[src/rtl/hazard_scoreboard.sv]
// rtl/hazard_scoreboard.sv - ID-stage hazard unit: shadow tag pipeline, forwarding select, load-use stall
// Optional HZ_PERF_EN adds saturating stall_cnt / fwd_cnt outputs.
module hazard_scoreboard #(
  parameter int DEPTH      = 3,
  parameter int ADDR_W     = 5,
  parameter int DATA_W     = 32,
  parameter int ALU_READY  = 1,
  parameter int LOAD_READY = 2
) (
  input  logic                        clk,
  input  logic                        rst,
  input  logic                        id_valid,
  input  logic [ADDR_W-1:0]           id_rs,
  input  logic [ADDR_W-1:0]           id_rt,
  input  logic                        id_use_rs,
  input  logic                        id_use_rt,
  input  logic [ADDR_W-1:0]           id_dest,
  input  logic                        id_we,
  input  logic                        id_is_load,
  input  logic                        ex_flush,
  input  logic [DEPTH*DATA_W-1:0]     stage_data,
  input  logic [DATA_W-1:0]           rf_rs_data,
  input  logic [DATA_W-1:0]           rf_rt_data,
  output logic                        stall,
  output logic [$clog2(DEPTH+1)-1:0]  rs_sel,
  output logic [$clog2(DEPTH+1)-1:0]  rt_sel,
  output logic [DATA_W-1:0]           rs_data,
  output logic [DATA_W-1:0]           rt_data
`ifdef HZ_PERF_EN
  ,
  output logic [31:0]                 stall_cnt,
  output logic [31:0]                 fwd_cnt
`endif
);

  localparam int SEL_W = $clog2(DEPTH+1);
  localparam int IDX_W = $clog2(DEPTH);

  logic [DEPTH-1:0]  slotV;
  logic [DEPTH-1:0]  slotWe;
  logic [ADDR_W-1:0] slotDest [DEPTH];
  logic [IDX_W-1:0]  slotRdy  [DEPTH];

  logic             issue;
  logic [IDX_W-1:0] readyIn;
  logic             rsLive, rtLive;
  logic             rsHit, rtHit;
  logic [IDX_W-1:0] rsIdx, rtIdx, rsRdy, rtRdy;
  logic             rsWait, rtWait, rsFwd, rtFwd;

  assign issue   = id_valid & ~stall & ~ex_flush;
  assign readyIn = id_is_load ? IDX_W'(LOAD_READY) : IDX_W'(ALU_READY);

  always_ff @(posedge clk) begin
    if (rst) begin
      slotV <= '0;
    end else begin
      slotV <= {slotV[DEPTH-2:0], issue};
    end
  end

  // Payload needs no reset: it is only consulted behind slotV.
  always_ff @(posedge clk) begin
    slotWe      <= {slotWe[DEPTH-2:0], id_we};
    slotDest[0] <= id_dest;
    slotRdy[0]  <= readyIn;
    for (int i = 1; i < DEPTH; i++) begin
      slotDest[i] <= slotDest[i-1];
      slotRdy[i]  <= slotRdy[i-1];
    end
  end

  assign rsLive = id_valid & id_use_rs & (id_rs != '0);
  assign rtLive = id_valid & id_use_rt & (id_rt != '0);

  // Scan oldest to youngest so the youngest producer overwrites older hits.
  always_comb begin
    rsHit = 1'b0;
    rtHit = 1'b0;
    rsIdx = '0;
    rtIdx = '0;
    rsRdy = '0;
    rtRdy = '0;
    for (int i = DEPTH-1; i >= 0; i--) begin
      if (rsLive && slotV[i] && slotWe[i] && slotDest[i] == id_rs) begin
        rsHit = 1'b1;
        rsIdx = IDX_W'(i);
        rsRdy = slotRdy[i];
      end
      if (rtLive && slotV[i] && slotWe[i] && slotDest[i] == id_rt) begin
        rtHit = 1'b1;
        rtIdx = IDX_W'(i);
        rtRdy = slotRdy[i];
      end
    end
  end

  assign rsWait = rsHit & (rsIdx < rsRdy);
  assign rtWait = rtHit & (rtIdx < rtRdy);
  assign rsFwd  = rsHit & ~rsWait;
  assign rtFwd  = rtHit & ~rtWait;

  assign stall   = id_valid & ~ex_flush & (rsWait | rtWait);
  assign rs_sel  = rsFwd ? SEL_W'(rsIdx) + SEL_W'(1) : '0;
  assign rt_sel  = rtFwd ? SEL_W'(rtIdx) + SEL_W'(1) : '0;
  assign rs_data = rsFwd ? stage_data[rsIdx*DATA_W +: DATA_W] : rf_rs_data;
  assign rt_data = rtFwd ? stage_data[rtIdx*DATA_W +: DATA_W] : rf_rt_data;

`ifdef HZ_PERF_EN
  always_ff @(posedge clk) begin
    if (rst) begin
      stall_cnt <= '0;
      fwd_cnt   <= '0;
    end else begin
      if (stall && stall_cnt != 32'hFFFF_FFFF) stall_cnt <= stall_cnt + 32'd1;
      if (!stall && (rs_sel != '0 || rt_sel != '0) && fwd_cnt != 32'hFFFF_FFFF)
        fwd_cnt <= fwd_cnt + 32'd1;
    end
  end
`endif

endmodule

[config.mk]
export PLATFORM = sky130hd
export DESIGN_NAME = hazard_scoreboard
export DESIGN_NICKNAME = d
export VERILOG_FILES = /design/src/rtl/hazard_scoreboard.sv
export SDC_FILE = /design/constraint.sdc
export NUM_CORES = 1
export LEC_CHECK = 0
export ABC_AREA = 1
export BUFFER_PORTS_ARGS = -buffer_cell sky130_fd_sc_hd__clkbuf_2
export CORE_MARGIN = 2
export CORE_UTILIZATION = 30
export CTS_CLUSTER_DIAMETER = 50
export CTS_CLUSTER_SIZE = 20
export DETAILED_ROUTE_END_ITERATION = 10
export GPL_ROUTABILITY_DRIVEN = 0
export PLACE_DENSITY_LB_ADDON = 0.2
export SYNTH_ARGS = -nofsm -noshare
export SYNTH_HDL_FRONTEND = slang
export SYNTH_SLANG_ARGS = --single-unit
export TNS_END_PERCENT = 1
[constraint.sdc]
create_clock -name clk -period 2.65 [get_ports clk]
set_input_delay 0.1325 -clock clk [delete_from_list [all_inputs] [get_ports clk]]
set_output_delay 0.1325 -clock clk [all_outputs]
set_load 0.005 [all_outputs]
; ---- After elaboration in Yosys (flattened, before gate mapping)
; Memory sizes are Yosys's and may differ from the RTL's.
; Cells that the tools add are included.
[word_totals]
in_bits = 183
mem_bits_rw = 21
ff_bits = 6
n_memories = 2
[memory_table]
columns = memory, depth, word_bits, read_ports, rd_ports_with_merged_regs, write_ports, line
row1 = slotDest, 3, 5, 3, 0, 3, 41  ; logic [ADDR_W-1:0] slotDest [DEPTH];
row2 = slotRdy, 3, 2, 3, 0, 3, 42  ; logic [IDX_W-1:0] slotRdy [DEPTH];
[classes]
magnitude_cmp = 2
n_shift = 2
mux = 23
addsub = 2
bitwise = 17
eq_ne = 6
reduce_logical = 20
[ops]
columns = cell, n
row1 = $shiftx A96 B8 Y32, 2
row2 = $mux W32, 2
row3 = $eq A5 B5 Y1, 6
row4 = $mux W2, 15
row5 = $logic_and A1 B1 Y1, 18
row6 = $and A1 B1 Y1, 12
row7 = $reduce_bool A5 Y1, 2
row8 = $mux W1, 6
row9 = $add A2 B1 Y2 const B, 2
row10 = $lt A2 B2 Y1, 2
row11 = $not A1 Y1, 4
row12 = $or A1 B1 Y1, 1

; ---- Longest topological paths before layout
; Gate-level depths: netlist of the first run.
[depth]
word_depth = 15
ltp_mapped = 18

; ---- Worst setup path before layout of the first run
; OpenSTA, ideal clock, no wires.
[synth_path]
kind = register -> output
start = reg slotV[0]
end = out rt_data[12]
arrival_time_ps = 2173
path_slack_ps = 345
required_ps = 2518
stages_incl_launch_ff = 16
path_cell_list = dfxtp_1 -> nand2_1 -> o21bai_1 -> nor3_4 -> nand2_2 -> buf_2 -> buf_2 -> o22ai_1 -> a21oi_1 -> ha_1 -> nand2_2 -> nand2_4 -> nand2_4 -> buf_4 -> nand2_1 -> nand2_1
[synth_via]
elab_chain_cells = 9
elab_cells_between_ends = 12
classes_between = order compare: 1 / shift: 1 / mux: 4 / bitwise: 3 / reduce/logical: 3
[synth_rtl]
columns = item, line
row1 = "start, declared", 39  ; logic [DEPTH-1:0] slotV;
row2 = "start signal, assigned", 58  ; slotV <= {slotV[DEPTH-2:0], issue};
row3 = $logic_and A1 B1 Y1 * (3 in a row), 90  ; if (rtLive && slotV[i] && slotWe[i] && slotDest[i] == id_rt) begin
row4 = "parallel branches: the longest is 5 deep, another holds $shiftx A96 B8 Y32", n/a
row5 = $mux W32 *, 107  ; assign rt_data = rtFwd ? stage_data[rtIdx*DATA_W +: DATA_W] : rf_rt_data;
row6 = "end, declared", 28  ; output logic [DATA_W-1:0] rt_data
; Every way passes the cells marked *.

==> results of run 1 <==
## synthesized netlist by cell type, drive strengths merged (4+ instances only)
library cell,instances
inv,114
clkbuf,12
a21oi,10
nand2,464
nand3,146
nand4,8
buf,36
dfxtp,27
nor2,33
o21ai,35
nor3,4
## sequential cells by signal, indices dropped and copies added, names as in the netlist
register  cells
slotV         3
slotWe        3
slotRdy       6
slotDest     15
## repair_timing
action	in CTS	in global routing
hold buffers	7	0
hold endpoints to repair	7	0
pin swaps	10	27
resized for setup	23	64
gates cloned	2	6
buffers inserted	2	8
setup endpoints to repair	68	69
## through the flow
step                utilization  setup TNS (ns)
floorplan                     -               0
global placement          0.405               0
detailed placement        0.405               0
CTS                       0.424         -0.0217
global route              0.455           -3.42
finish                    0.455               0
## placed cells by master (no fill, tap or decap), types with 3 or more instances in the layout
cell type	count
a21oi_1	5
a21oi_2	5
buf_12	6
buf_4	20
buf_6	4
clkbuf_16	7
clkbuf_2	250
dfxtp_1	12
dfxtp_2	14
dlygate4sd3_1	7
inv_1	94
inv_2	19
nand2_1	435
nand2_2	19
nand2_4	7
nand2_8	5
nand3_1	123
nand3_2	20
nand3_4	3
nand4_1	8
nor2_1	22
nor2_2	7
nor2_4	4
o21ai_0	34
## final timing paths
check	from	endpoint	slack (ns)	cells after the start
worst max-delay path	slotDest[0][6]$_DFF_P_	rt_sel[0]	0.0007	16
worst min-delay path	rst	slotV[1]$_SDFF_PP0_	0.06	2
worst max register to register	slotDest[0][7]$_DFF_P_	slotV[0]$_SDFF_PP0_	0.65	11
worst min register to register	slotRdy[0][0]$_DFF_P_	slotRdy[0][2]$_DFF_P_	0.35	0
## per-layer routing
metal | vias to the layer above | wire length [µm] | global-route usage
li1 | 3300 | - | -
met4 | 0 | 377 | 0.0464
met3 | 32 | 1240 | 0.0265
met5 | - | 0 | 0
met1 | 2776 | 8940 | 0.306
met2 | 271 | 9360 | 0.386
## layout make-up
type                            instances  area [µm²]
Fill cell                            1641        7890
Multi-Input combinational cell        717        3480
Timing Repair Buffer                  294        1800
Sequential cell                        27         562
Inverter                              116         439
Tap cell                              184         230
Clock buffer                            3        75.1
Clock inverter                          1        5.00
Antenna cell                            1        2.50
## power breakdown
group          switching (mW)  leakage, nW  internal [mW]
Sequential             0.0163        0.228          0.428
Combinational           0.266         3.82          0.241
Clock                   0.145       0.0409          0.204
Total                   0.428         4.09          0.873
## cell families after synthesis
kind of cell / Yosys count / share of synthesized area
and+or+nand+nor: 660 / 0.645
buffers and inverters: 164 / 0.161
AOI/OAI and AO/OA: 49 / 0.0580
DFF: 27 / 0.122
xor gates and xnor gates: 4 / 0.00792
adders and majority gates: 2 / 0.00566
==> load_flow_metrics.sql, run 1 <==
INSERT INTO impl_metrics (metric_group, metric, value, unit) VALUES
('outcome', 'status', 'finished, final reports clean', ''),
('critical_path', 'crit_arrival', '2.52', 'ns'),
('sta', 'maxSlewViolCount', '0', ''),
('critical_path', 'worstSetupStartpointType', 'flip-flop', ''),
('logic_synthesis', 'seq_area_frac_synth', '0.122', ''),
('global_routing', 'grt_start_max_net_pins', '68', ''),
('power_and_ir_drop', 'cellLeakagePower', '4.09', 'nW'),
('route', 'vias', '6379', ''),
('floorplan', 'die_area', '0.0157', 'mm²'),
('finish', 'instances_no_fill', '1343', ''),
('route', 'drt-vias-per-instance', '4.75', ''),
('logic_synthesis', 'synthesis.area_per_instance', '4.88', 'µm²'),
('power_and_ir_drop', 'ir_worst_vdd', '0.321', 'mV'),
('sta', 'grt_setup_unrepaired', 'yes', ''),
('route', 'drc', '0', ''),
('logic_synthesis', 'yosys_warnings', '0', ''),
('sta', 'finClkSkew', '0.00230', 'ns'),
('power_and_ir_drop', 'power_per_cell_area', '197', 'mW/mm²'),
('clocking', 'h-tree-depth', '1', ''),
('critical_path', 'critical_path_class', 'flip-flop to output pin', ''),
('sta', 'timing.final.hold_violations', '0', ''),
('clocking', 'cts_sinks', '27', ''),
('logic_synthesis', 'synth_area_leader_cell', 'nand2_1', ''),
('worst_hold_path', 'hold_path_class', 'primary input to flip-flop', ''),
('logic_synthesis', 'synth_cell_types', '34', ''),
('critical_path', 'critical_path.n_buffers_inverters', '4', ''),
('clocking', 'cts_root_buf', 'clkbuf_16', ''),
('critical_path', 'critical_path.max_stage_delay', '0.33', 'ns'),
('logic_synthesis', 'ys_ff_latch', '27', ''),
('global_routing', 'gr-total-overflow', '0', ''),
('global_routing', 'grt_first_pass_wirelength', '28900', 'µm'),
('sta', 'hold_ws', '0.0597', 'ns'),
('sta', 'period_share', '1.00', ''),
('floorplan', 'start_util', '0.305', ''),
('sta', 'worst_setup_slack_final', '0.000700', 'ns'),
('finish', 'layout_cell_share_with_drive_strength_beyond_1', '0.351', ''),
('power_and_ir_drop', 'power.total', '1.30', 'mW'),
('critical_path', 'data_required_time_at_the_worst_endpoint', '2.52', 'ns'),
('clocking', 'cts_tree', 'built', ''),
('critical_path', 'crit_path_end_kind', 'output pin', ''),
('critical_path', 'cp_cell_sequence', 'inv_1 > nand2_2 > nand2_1 > nor2_2 > nand3_2 > nor2_4 > buf_6 > nor3_4 > a21oi_2 > ha_4 > nand2_4 > nand2_4 > nand2_8 > clkbuf_16 > a21oi_2 > buf_2', ''),
('logic_synthesis', 'synth_nets', '1091', ''),
('placed_design', 'placement.cell_area', '0.00586', 'mm²'),
('clocking', 'clock_pin_slew_worst_setup_and_hold_paths', '0.07', 'ns'),
('logic_synthesis', 'synth_instances', '906', ''),
('route', 'detail_route.iter0.violations', '408', ''),
('floorplan', 'dieHeight', '125', 'µm'),
('sta', 'finalWorstPathRequiredPeriod', '2.65', 'ns'),
('sta', 'timing_worst_slew_pin_value', '0.729', 'ns'),
('global_routing', 'grt_pass1_vias', '5547', ''),
('flow_run', 'cap_violations', '0', ''),
('placed_design', 'place_worst_setup_slack', '0.156', 'ns'),
('logic_synthesis', 'postSynth.topFlopCell', 'dfxtp_1', ''),
('clocking', 'tritoncts.num_buffers', '3', ''),
('logic_synthesis', 'synth_enable_flop_cells', '0', ''),
('sta', 'timing.max_slew.rel_slack', '0.514', ''),
('clocking', 'worstSkewPairLatency', '0.26', 'ns'),
('placed_design', 'placed_cells', '1313', ''),
('floorplan', 'core_area', '0.0145', 'mm²'),
('placed_design', 'dp_hpwl', '13900', 'µm'),
('logic_synthesis', 'netlist_top_cells_area', 'nand2_1 38%, nand3_1 16%, dfxtp_1 12%', ''),
('sta', 'setup_violations', '0', ''),
('global_routing', 'groute.usage.overall', '0.226', ''),
('critical_path', 'cpMaxStageDelayCell', 'dfxtp_2', ''),
('route', 'wl_per_cell', '14.8', 'µm'),
('critical_path', 'critical_path.max_fanout', '7', ''),
('logic_synthesis', 'async_flop_share', '0', ''),
('logic_synthesis', 'synth_top_area_share', '0.376', ''),
('sta', 'clock.fmax', '377', 'MHz'),
('route', 'drt-pass1-iter-count', '5', ''),
('clocking', 'max-clock-path-buffers', '2', '');
(Power assumes the default switching activity.)
==> inputs of run 2 (changes only) <==
PLACE_DENSITY_LB_ADDON = 0.15   (was 0.2)
==> run 2 against run 1 <==
Against the previous run:
- global-route usage fell by 0.54 points
- sequential power barely moved
- hold slack lost 0.0012 ns
- clock power about the same
- sequential share of layout area is 0.12 points lower
- final cell count up 0.45%
- cell area is 1.2% higher
- critical path type unchanged
==> load_flow_metrics.sql, run 2 (synthesized netlist as in run 1, its figures left out) <==
INSERT INTO impl_metrics (metric_group, metric, value, unit) VALUES
('outcome', 'status', 'finished, final reports clean', ''),
('worst_hold_path', 'holdPathStages', '2', ''),
('floorplan', 'fp-row-count', '44', ''),
('placed_design', 'port_buf_inserts', '251', ''),
('sta', 'clock.fmax', '378', 'MHz'),
('sta', 'timing.final.hold_violations', '0', ''),
('global_routing', 'grt_antenna_before_repair', '1', ''),
('finish', 'largest_reg_flops', '15', ''),
('finish', 'layout.cells.most_common', 'nand2_1', ''),
('power_and_ir_drop', 'ir_worst_vdd', '0.279', 'mV'),
('placed_design', 'placed_cells', '1315', ''),
('floorplan', 'die_x', '125', 'µm'),
('floorplan', 'core_area', '0.0145', 'mm²'),
('route', 'drt-vias-per-instance', '4.72', ''),
('critical_path', 'critical_path.reg2reg.startpoint', 'slotDest[0][3]$_DFF_P_', ''),
('sta', 'setup_violations', '0', ''),
('finish', 'fin_nets', '1350', ''),
('global_routing', 'grt_first_pass_wirelength', '28600', 'µm'),
('floorplan', 'die_area', '0.0157', 'mm²'),
('route', 'detail_route.iter0.violations', '452', ''),
('global_routing', 'global_route.usage.met1', '0.291', ''),
('sta', 'finalWorstPathRequiredPeriod', '2.65', 'ns'),
('finish', 'regMostFlops', 'slotDest', ''),
('critical_path', 'crit_path_frequent_cell', 'nand2_1', ''),
('critical_path', 'depth_of_the_worst_register_to_register_path', '10', ''),
('global_routing', 'grt_use_met2', '0.397', ''),
('critical_path', 'critical_path_class', 'flip-flop to output pin', ''),
('finish', 'num-fill-cells', '1658', ''),
('global_routing', 'gr-total-overflow', '0', ''),
('clocking', 'clock_pin_slew_worst_setup_and_hold_paths', '0.07', 'ns'),
('critical_path', 'cpMaxStageDelayCell', 'dfxtp_1', ''),
('clocking', 'h-tree-depth', '1', ''),
('clocking', 'tritoncts.num_buffers', '3', ''),
('global_routing', 'm3_gr_usage', '0.0163', ''),
('sta', 'grt_setup_unrepaired', 'yes', ''),
('critical_path', 'critical_path.max_fanout', '6', ''),
('critical_path', 'critical_path.max_stage_delay', '0.45', 'ns'),
('floorplan', 'io_pins', '252', ''),
('critical_path', 'cp_cell_sequence', 'xor2_1 > nor2_2 > nand3_4 > o22ai_2 > a21oi_2 > ha_1 > nand2_2 > nand2_4 > nand2_8 > clkbuf_16 > nand2_1 > nand2_1 > clkbuf_2', ''),
('clocking', 'cts_tree', 'built', ''),
('critical_path', 'r2r-end', 'slotV[0]$_SDFF_PP0_', ''),
('clocking', 'cts_sinks', '27', ''),
('route', 'final_antenna_net_count', '0', ''),
('finish', 'instances_no_fill', '1349', ''),
('sta', 'timing_worst_slew_pin_value', '0.579', 'ns'),
('sta', 'worst_setup_slack_final', '0.00438', 'ns'),
('route', 'vias', '6361', ''),
('route', 'wl_per_cell', '14.8', 'µm'),
('finish', 'most-common-layout-cells', '412 x nand2_1, 241 x clkbuf_2, 136 x nand3_1', ''),
('global_routing', 'groute.usage.overall', '0.220', ''),
('critical_path', 'crit_path_end_kind', 'output pin', ''),
('placed_design', 'place_worst_setup_slack', '0.186', 'ns'),
('global_routing', 'grt_start_max_net_pins', '68', ''),
('worst_hold_path', 'holdPathEnd', 'slotV[1]$_SDFF_PP0_', ''),
('sta', 'maxSlewViolCount', '0', ''),
('placed_design', 'dp_hpwl', '14200', 'µm'),
('global_routing', 'busiest_layer', 'met2', ''),
('clocking', 'cts_root_buf', 'clkbuf_16', ''),
('sta', 'period_share', '0.998', ''),
('critical_path', 'worstSetupStartpointType', 'flip-flop', ''),
('critical_path', 'crit_arrival', '2.51', 'ns'),
('floorplan', 'start_util', '0.305', ''),
('power_and_ir_drop', 'cellLeakagePower', '4.14', 'nW'),
('route', 'routed_wl', '20000', 'µm'),
('route', 'drt-pass1-iter-count', '5', ''),
('global_routing', 'grt_pass1_vias', '5547', ''),
('route', 'drc', '0', ''),
('clocking', 'max-clock-path-buffers', '2', ''),
('finish', 'layout_cell_share_with_drive_strength_beyond_1', '0.364', ''),
('worst_hold_path', 'hold_path_class', 'primary input to flip-flop', ''),
('finish', 'area_delta_synth_final', '50.8', '%'),
('power_and_ir_drop', 'power.total', '1.31', 'mW'),
('power_and_ir_drop', 'power_per_cell_area', '196', 'mW/mm²'),
('finish', 'reg_top3', 'slotDest: 15 flops, slotRdy: 6 flops', ''),
('sta', 'timing.max_slew.rel_slack', '0.613', ''),
('flow_run', 'cap_violations', '0', ''),
('clocking', 'worstSkewPairLatency', '0.26', 'ns'),
('critical_path', 'reg2reg_slack', '0.67', 'ns'),
('sta', 'finClkSkew', '0.00182', 'ns'),
('critical_path', 'data_required_time_at_the_worst_endpoint', '2.52', 'ns'),
('worst_hold_path', 'min-delay-start', 'rst', ''),
('floorplan', 'dieHeight', '125', 'µm');
run 2: stage by stage:
step | TNS (ns) | hold WS, ns | utilization | cell area (µm²)
after floorplan | 0 | 0.160 | - | 4420
after global placement | 0 | 0.236 | 0.407 | 5900
after detailed placement | 0 | 0.237 | 0.407 | 5900
after CTS | -0.356 | 0.0664 | 0.426 | 6170
after global routing | -6.11 | 0.0695 | 0.461 | 6670
final | 0 | 0.0585 | 0.461 | 6670
run 2: power by group:
| group | switching, mW | internal (mW) | total (mW) |
|---|---|---|---|
| registers | 0.0170 | 0.428 | 0.445 |
| logic | 0.271 | 0.244 | 0.515 |
| clock network | 0.143 | 0.204 | 0.347 |
run 2: cell type report:
class / count / area (µm²) / area share
antenna: 1 / 2.50 / 0.000375
timing repair buffer: 302 / 1940 / 0.290
clock inverter: 1 / 5.00 / 0.000750
tap: 184 / 230 / 0.0345
sequential: 27 / 561 / 0.0840
inverter: 116 / 442 / 0.0662
multi-input combinational: 715 / 3420 / 0.513
clock buffer: 3 / 75.1 / 0.0113
run 2: metal layers:
metal / part of all wire / routed length, µm / vias to the layer above
met2: 0.50 / 9960 / 205
met1: 0.44 / 8780 / 2825
met4: 0.016 / 310 / 0
met5: 0 / 0 / -
li1: - / - / 3310
met3: 0.047 / 930 / 21
run 2: worst max path at each step:
stage                        endpoint  cells after the start               startpoint
after floorplan           rt_data[12]                     15      slotV[0]$_SDFF_PP0_
after global placement    rt_data[19]                     17   slotDest[0][8]$_DFF_P_
after detailed placement  rt_data[31]                     15   slotDest[0][8]$_DFF_P_
after CTS                 rt_data[14]                     16  slotDest[0][14]$_DFF_P_
after global routing      rt_data[28]                     15        slotWe[0]$_DFF_P_
final                     rs_data[26]                     13   slotDest[0][3]$_DFF_P_
run 2: repair_timing:
| action | CTS | global route |
|---|---|---|
| setup endpoints to repair | 66 | 69 |
| gates cloned | 1 | 9 |
| pin swaps | 4 | 22 |
| endpoints found under the hold margin | 7 | 0 |
| setup buffers | 3 | 9 |
| gates resized for setup | 24 | 86 |
| hold buffers | 7 | 0 |
run 2: critical path: cells and delay by family, from the launching register on:
kind / cells / cell delay (ns)
buffers and inverters: 2 / 0.30
AO/OA/AOI/OAI: 2 / 0.24
flip-flops: 1 / 0.45
adder cells (fa/ha/maj): 1 / 0.28
AND/OR/NAND/NOR: 7 / 0.85
XOR/XNOR: 1 / 0.12
